### config.mk
export PLATFORM = sky130hd
export DESIGN_NAME = reaction_game_ctrl
export DESIGN_NICKNAME = d
export VERILOG_FILES = /design/src/rtl/reaction_pkg.sv /design/src/rtl/lfsr_rand.sv /design/src/rtl/reaction_game_ctrl.sv
export SDC_FILE = /design/constraint.sdc
export NUM_CORES = 1
export LEC_CHECK = 0
export CAP_MARGIN = 20
export CORE_UTILIZATION = 42
export CTS_CLUSTER_DIAMETER = 150
export DETAILED_ROUTE_END_ITERATION = 6
export GPL_TIMING_DRIVEN = 0
export PLACE_DENSITY = 0.79
export SETUP_SLACK_MARGIN = 0.5
export SLEW_MARGIN = 10
export SYNTH_ARGS = -nofsm -noshare
export SYNTH_HDL_FRONTEND = slang
export SYNTH_SLANG_ARGS = --single-unit
### constraint.sdc
create_clock -name Clk -period 2.3 [get_ports Clk]
set_input_delay 0.23 -clock Clk [delete_from_list [all_inputs] [get_ports Clk]]
set_output_delay 0.23 -clock Clk [all_outputs]
set_load 0.005 [all_outputs]
### src/rtl/reaction_pkg.sv
// Shared state encoding and BCD constants for the reaction-timer game.
package reaction_pkg;
   typedef enum logic [1:0] {A = 2'd0, B = 2'd1, C = 2'd2, D = 2'd3} state_t;

   localparam logic [3:0]  BCD_NINE = 4'd9;
   localparam logic [15:0] HS_RESET = {4{BCD_NINE}};
endpackage

### src/rtl/lfsr_rand.sv
// Free-running Fibonacci LFSR, seed 1; feedback from bits W-1 and W-3 gives x^W+x^(W-2)+1.
module lfsr_rand #(
   parameter int W = 11
) (
   input  logic         Clk,
   input  logic         Resetn,
   output logic [W-1:0] q
);
   always_ff @(posedge Clk or negedge Resetn) begin
      if (!Resetn) q <= W'(1);
      else         q <= {q[W-2:0], q[W-1] ^ q[W-3]};
   end
endmodule

### src/rtl/reaction_game_ctrl.sv
// Reaction-game sequencer: random pre-GO delay, counter gating/clear, best-time tracking.
module reaction_game_ctrl
   import reaction_pkg::*;
#(
   parameter int MIN_DELAY_MS = 1000,
   parameter int RAND_W       = 11,
   parameter int DLY_W        = 12
) (
   input  logic       Clk,
   input  logic       Resetn,
   input  logic       ms_tick,
   input  logic       Start,
   input  logic       Stop,
   input  logic       HS_clear,
   input  logic [3:0] S,
   input  logic [3:0] tS,
   input  logic [3:0] hS,
   input  logic [3:0] mS,
   output logic [1:0] state,
   output logic       cnt_en,
   output logic       cnt_clr,
   output logic       go_led,
   output logic       false_start,
   output logic       timeout,
   output logic       new_record,
   output logic [3:0] h_S,
   output logic [3:0] h_tS,
   output logic [3:0] h_hS,
   output logic [3:0] h_mS
);
   state_t            st, st_n;
   logic [DLY_W-1:0]  dly, dly_n;
   logic [15:0]       hs, hs_n;
   logic [15:0]       live;
   logic [RAND_W-1:0] rnd;
   logic              at_max, start_round;
   logic              clr_n, go_n, fs_n, to_n, nr_n;

   lfsr_rand #(.W(RAND_W)) u_lfsr (.Clk(Clk), .Resetn(Resetn), .q(rnd));

   // Packed BCD compares correctly as a plain unsigned number.
   assign live        = {S, tS, hS, mS};
   assign at_max      = (live == HS_RESET);
   assign cnt_en      = (st == C) & ms_tick & ~Stop & ~at_max;
   assign start_round = Start & ((st == A) | (st == D));
   assign state       = st;
   assign {h_S, h_tS, h_hS, h_mS} = hs;

   always_ff @(posedge Clk or negedge Resetn) begin
      if (!Resetn) begin
         st          <= A;
         dly         <= '0;
         hs          <= HS_RESET;
         cnt_clr     <= 1'b0;
         go_led      <= 1'b0;
         false_start <= 1'b0;
         timeout     <= 1'b0;
         new_record  <= 1'b0;
      end else begin
         st          <= st_n;
         dly         <= dly_n;
         hs          <= hs_n;
         cnt_clr     <= clr_n;
         go_led      <= go_n;
         false_start <= fs_n;
         timeout     <= to_n;
         new_record  <= nr_n;
      end
   end

   always_comb begin
      st_n  = st;
      dly_n = dly;
      hs_n  = hs;
      clr_n = 1'b0;
      go_n  = go_led;
      fs_n  = false_start;
      to_n  = timeout;
      nr_n  = new_record;
      unique case (st)
         A: if (HS_clear) hs_n = HS_RESET;
         B: begin
            if (Stop) begin
               st_n = D;
               fs_n = 1'b1;
            end else if (ms_tick) begin
               if (dly == DLY_W'(1)) begin
                  st_n = C;
                  go_n = 1'b1;
               end else begin
                  dly_n = dly - DLY_W'(1);
               end
            end
         end
         C: begin
            if (Stop) begin
               st_n = D;
               go_n = 1'b0;
               if (live < hs) begin
                  hs_n = live;
                  nr_n = 1'b1;
               end
            end else if (ms_tick && at_max) begin
               st_n = D;
               go_n = 1'b0;
               to_n = 1'b1;
            end
         end
         D: begin
            go_n = 1'b0;
            if (Stop) st_n = A;
         end
      endcase
      // Start out of A or D overrides Stop in D and starts a fresh round.
      if (start_round) begin
         st_n  = B;
         clr_n = 1'b1;
         fs_n  = 1'b0;
         to_n  = 1'b0;
         nr_n  = 1'b0;
         dly_n = DLY_W'(MIN_DELAY_MS) + DLY_W'(rnd);
      end
   end
endmodule

# Word-level counts from Yosys, hierarchy flattened

Index checks and enable logic that the tools add are counted.
W data, S select, Z words.

Bits in registers: 46
Latch bits: 0
RAM bits: 0
Memory bits (read-only): 0
Output and inout port bits: 24
Logic and storage cells: 91
Memories kept: 0

Add/subtract/negate cells: 2
$mul: 0
Div/mod/pow operators: 0
$lt $le $gt $ge: 1
Eq/ne operators: 18
Shift-type cells: 0
Multiplexer cells: 35
Bitwise logic cells: 8
Reductions and logical operators: 18

Operators with widths:

| operator                 | count |
|---|---|
| $mux W12                 | 5 |
| $mux W16                 | 3 |
| $pmux W16 S2             | 1 |
| $mux W1                  | 17 |
| $eq A16 B16 Y1 const B   | 1 |
| $lt A16 B16 Y1           | 1 |
| $mux W2                  | 7 |
| $reduce_bool A2 Y1       | 7 |
| $add A10 B11 Y12 const A | 1 |
| $eq A12 B1 Y1 const B    | 1 |
| $ne A2 B2 Y1 const B     | 6 |
| $sub A12 B1 Y12 const B  | 1 |
| $reduce_and A5 Y1        | 2 |
| $ne A4 B4 Y1 const B     | 2 |
| $reduce_and A4 Y1        | 2 |
| $pmux W2 S3              | 1 |
| $reduce_and A3 Y1        | 2 |
| $and A1 B1 Y1            | 4 |
| $eq A2 B2 Y1 const B     | 2 |
| $ne A2 B1 Y1 const B     | 2 |
| $ne A4 B3 Y1 const B     | 1 |
| $reduce_bool A4 Y1       | 1 |
| $ne A3 B2 Y1 const B     | 1 |
| $ne A3 B3 Y1 const B     | 1 |
| 9 further kinds          | 10 |

# Longest topological paths before layout

Word-level depth: 6
Mapped depth: 9

# Hierarchy

Synthesis repeated with hierarchy kept, for this count alone.

Cell total of the unflattened synthesis: 253
Area total of the unflattened synthesis: 2617.5 um^2

By module, submodules not included:

| module             | times used | cells an instance | area an instance (um^2) | sequential area each (um^2) |
|---|---|---|---|---|
| reaction_game_ctrl | 1          | 241               | 2332.2                  | 885.8 |
| lfsr_rand          | 1          | 12                | 285.3                   | 276.5 |

# Least setup slack after synthesis

No wires, ideal clock.

Kind: flip-flop to flip-flop
Start: register hs[3]
End: register hs[11]
Library setup time: 0.082 ns
Data arrival time: 2.145 ns
Data required time: 2.218 ns
Path slack: 0.073 ns
Stages on the path, launching flop included: 10
Period minus slack after synthesis: 2.227 ns
Cells stage by stage: dfstp_2 inv_1 ha_1 o21ai_0 a2111oi_1 o2111ai_1 and3_1 buf_6 buf_12 mux2_4

Word-level cells in the longest chain between the ends: 3

Ends and longest elaborated chain:

| what                               | RTL line                 | RTL |
|---|---|---|
| from (decl)                        | reaction_game_ctrl.sv:33 | `logic [15:0] hs, hs_n;` |
| from (signal assigned)             | reaction_game_ctrl.sv:62 | `hs <= hs_n;` |
| $lt A16 B16 Y1                     | reaction_game_ctrl.sv:99 | `if (live < hs) begin` |
| $ne A2 B1 Y1 (no source line)      | -                        |  |
| $reduce_and A4 Y1 (no source line) | -                        |  |

No other way between the ends.
A chain may end at the register's enable or synchronous reset.

# Worst setup path after layout

Start: register hs[15]
End: register hs[12]

The elaborated chain is that of the path after synthesis.

==> out/metrics.csv <==
stage;metric;value;unit
outcome;status;finished, final reports clean;
timing;crit path time final;2.26;ns
logic_synthesis;synth unique cells;51;
clock_network;Clock Tree Root;clkbuf_8;
global_route;vias in the first global route;2274;
drt;Pre-antenna DRT Iters;4;
logic_synthesis;Mapped Cells;271;
clock_network;H-tree depth;2;
worst_setup_path;Crit Path Category;reg2reg;
finish;final core utilization;0.659;
finish;fraction of layout cells with a size suffix above 1;0.361;
worst_setup_path;Worst EP required;2.54;ns
timing;max-slew violations;0;
timing;RSZ-0062 raised after global routing;yes;
drt;Post-Route WL;7260;µm
pwr;Net Switching;1770;µW
logic_synthesis;ys flop type;dfrtp_1;
finish;Sequential cell area;1160;µm²
logic_synthesis;syn avg cell area;9.88;µm²
placement;Final HPWL DP;4200;µm
drt;DRC viols;0;
logic_synthesis;area leader, netlist;dfrtp_1;
clock_network;Num CTS Buffers;5;
global_route;total gr overflow;0;
global_route;initial antenna violation count;0;
placement;Final GP Congestion;0.816;
finish;Multi-input gate area;1680;µm²
min_path;hold path depth;3;
worst_setup_path;worst flop-to-flop path startpoint;hs[15];
placement;dpl ws;-0.289;ns
timing;Rel. slew slack;0.726;
global_route;GRT Total Usage;0.209;
pwr;Clock power frac;0.135;
worst_setup_path;crit path DAT;2.50;ns
logic_synthesis;Netlist Area Pre-Place;2680;µm²
die;die width;81.8;µm
clock_network;clk_lat worst skew;0.31;ns
clock_network;Max Root-Sink Buffers;2;
flow_run;max-cap viol count;0;
finish;Final nets;400;
pwr;LEAKAGE;0.00180;µW
pwr;Cell Pwr Density;1180;nW/µm²
min_path;worst hold path type;in2reg;
placement;port bufs;45;
timing;worst-margin pin slew;0.410;ns
worst_setup_path;CP Capture Type;register;
logic_synthesis;Syn Nets;317;
min_path;hold path startpoint;mS[2];
die;Initial Util;0.444;
pwr;Int Pwr;2920;µW
logic_synthesis;top cells by area, synth;dfrtp_1 35%, ha_1 11%, dfstp_2 8.8%, nand2_1 5.0%, inv_1 4.2%;
clock_network;Reg clk slew, reported paths;0.08;ns
global_route;largest net degree at the start of global routing;37;
global_route;first-pass GRT wire length;10500;µm
die;Placeable Area;6030;µm²
timing;Final setup viols;0;
drt;routed length per placed instance;16.9;µm
logic_synthesis;Synthesis Warnings;0;
finish;Filler Cell Count;420;
logic_synthesis;Synth Register Bits;46;
logic_synthesis;Seq/Total Area, Yosys;0.434;
die;die area;6700;µm²
die;row count;28;
min_path;hold worst-path end;hs[2];
timing;Final Skew;0.00593;ns
timing;Worst Slack Setup Final;0.0392;ns
timing;Final Hold Vio Count;0;
logic_synthesis;asr flop ratio synth;1.00;
logic_synthesis;Post-synth EDFFs;0;
timing;Max Clock Freq;442;MHz
die;die height;81.8;µm
drt;via count;2349;
drt;Post-DRT Antenna Nets;0;
worst_setup_path;worst reg2reg path depth;9;
clock_network;CTS tree;yes;
logic_synthesis;Yosys top cell area share;0.346;
worst_setup_path;CP startpoint kind;register;
die;I/O pins;46;
pwr;sequential share of power;0.300;
worst_setup_path;CP max FO;5;
pwr;Comb pwr share;0.566;
worst_setup_path;end of the worst register-to-register path;hs[12];
pwr;Worst VDD drop;0.000812;V
worst_setup_path;Reg2Reg Setup Slack;0.04;ns
finish;area delta synth->final;48.4;%
pwr;switching share of power;0.377;
timing;Final period util;0.983;
pwr;Design Power;4690;µW
timing;Min Hold Slack;0.189;ns
drt;vias per inst;5.46;
clock_network;clk sinks;46;
drt;Starting DRT DRC Count;62;
finish;Diodes inserted;0;
per-layer routing:
layer | wire (µm) | global-route usage | vias up
li1 | - | - | 1087
met2 | 3670 | 0.367 | 84
met1 | 3010 | 0.248 | 1155
met4 | 221 | 0.0860 | 0
met5 | 0 | 0 | -
met3 | 352 | 0.0411 | 23
kinds of logic (layout without fill, tap and decap cells):
kind of cell	after synthesis	in the layout	synth area share
muxes	16	16	0.0664
AOI/OAI and AO/OA	43	43	0.0995
DFF	46	46	0.434
buffers and inverters	38	122	0.0640
adders and majority gates	24	24	0.112
xor gates and xnor gates	16	16	0.0523
and+or+nand+nor	88	88	0.171
metrics by stage:
stage	std cells	setup TNS, ns	instance area (µm²)
6_report	430	0	3970
5_1_grt	430	-0.332	3970
4_1_cts	420	0	3720
3_5_place_dp	392	-3.56	3330
3_3_place_gp	391	-12.93	3310
2_1_floorplan	271	0	2770
sequential cells by signal, indices dropped and copies added (netlist names):
register / flops
hs: 16
new_record: 1
go_led: 1
u_lfsr.q: 11
false_start: 1
state: 2
timeout: 1
dly: 12
cnt_clr: 1
cell usage after synthesis, types with 5 or more instances:
| cell | instances |
|---|---|
| dfstp_2 | 9 |
| o21ai_0 | 14 |
| nor3_1 | 5 |
| nand2_1 | 36 |
| dfrtp_1 | 37 |
| nor2_1 | 17 |
| mux2i_1 | 8 |
| xor2_1 | 9 |
| ha_1 | 24 |
| mux2_2 | 6 |
| inv_1 | 30 |
| a21oi_1 | 13 |
| xnor2_1 | 7 |
area by class of cell:
type,count,share of cell area
Multi-Input combinational cell,187,0.423
Inverter,31,0.0315
Timing Repair Buffer,76,0.179
Tap cell,75,0.0236
Clock buffer,7,0.0217
Sequential cell,46,0.293
Clock inverter,1,0.00756
Buffer,7,0.0198
worst max-delay path by stage:
stage,start,to,cells after the start
2_1_floorplan,hs[3],hs[11],9
3_3_place_gp,Resetn,state[0],1
3_5_place_dp,mS[1],hs[11],9
4_1_cts,hs[3],hs[5],9
5_1_grt,hs[15],hs[1],10
6_report,hs[15],hs[12],9
layout by cell type, fill, tap and decap left out, types with 3 or more instances in the layout:
| cell | instances |
|---|---|
| a2111oi_4 | 3 |
| a21oi_1 | 11 |
| a31oi_1 | 3 |
| buf_12 | 4 |
| buf_2 | 7 |
| buf_4 | 21 |
| buf_6 | 6 |
| clkbuf_2 | 5 |
| clkbuf_8 | 7 |
| clkdlybuf4s15_1 | 3 |
| clkdlybuf4s50_1 | 30 |
| dfrtp_1 | 35 |
| dfstp_2 | 9 |
| ha_1 | 17 |
| ha_4 | 7 |
| inv_1 | 25 |
| inv_2 | 3 |
| mux2_2 | 6 |
| mux2i_1 | 8 |
| nand2_1 | 30 |
| nand2_4 | 4 |
| nand2b_1 | 3 |
| nor2_1 | 12 |
| nor2_2 | 5 |
| nor3_2 | 3 |
| nor4_4 | 3 |
| o21ai_0 | 4 |
| o21ai_1 | 7 |
| o21ai_2 | 3 |
| xnor2_1 | 6 |
| xor2_1 | 7 |
critical path, stage by stage (launching register included):
cell       delay (ns)
dfstp_2          0.54
inv_1            0.07
ha_4             0.28
nand4_1          0.20
nor2_2           0.21
o2111ai_2        0.14
and3_1           0.19
buf_6            0.14
buf_12           0.13
mux2_4           0.28
what timing repair did:
action,CTS,global route
setup endpoints to repair,32,32
buffers inserted,18,10
resized for setup,63,55
pin swaps,22,31
hold endpoints to repair,7,0
cloned,1,0
hold buffers,1,0
power groups by stage:
stage	Sequential, µW	Clock [µW]	Combinational (µW)
after floorplan	1370	0	1140
after global placement	1380	0	1780
after detailed placement	1390	0	1830
after CTS	1360	638	2220
after global routing	1430	667	2870
final	1400	631	2650
(Power assumes the default switching activity.)
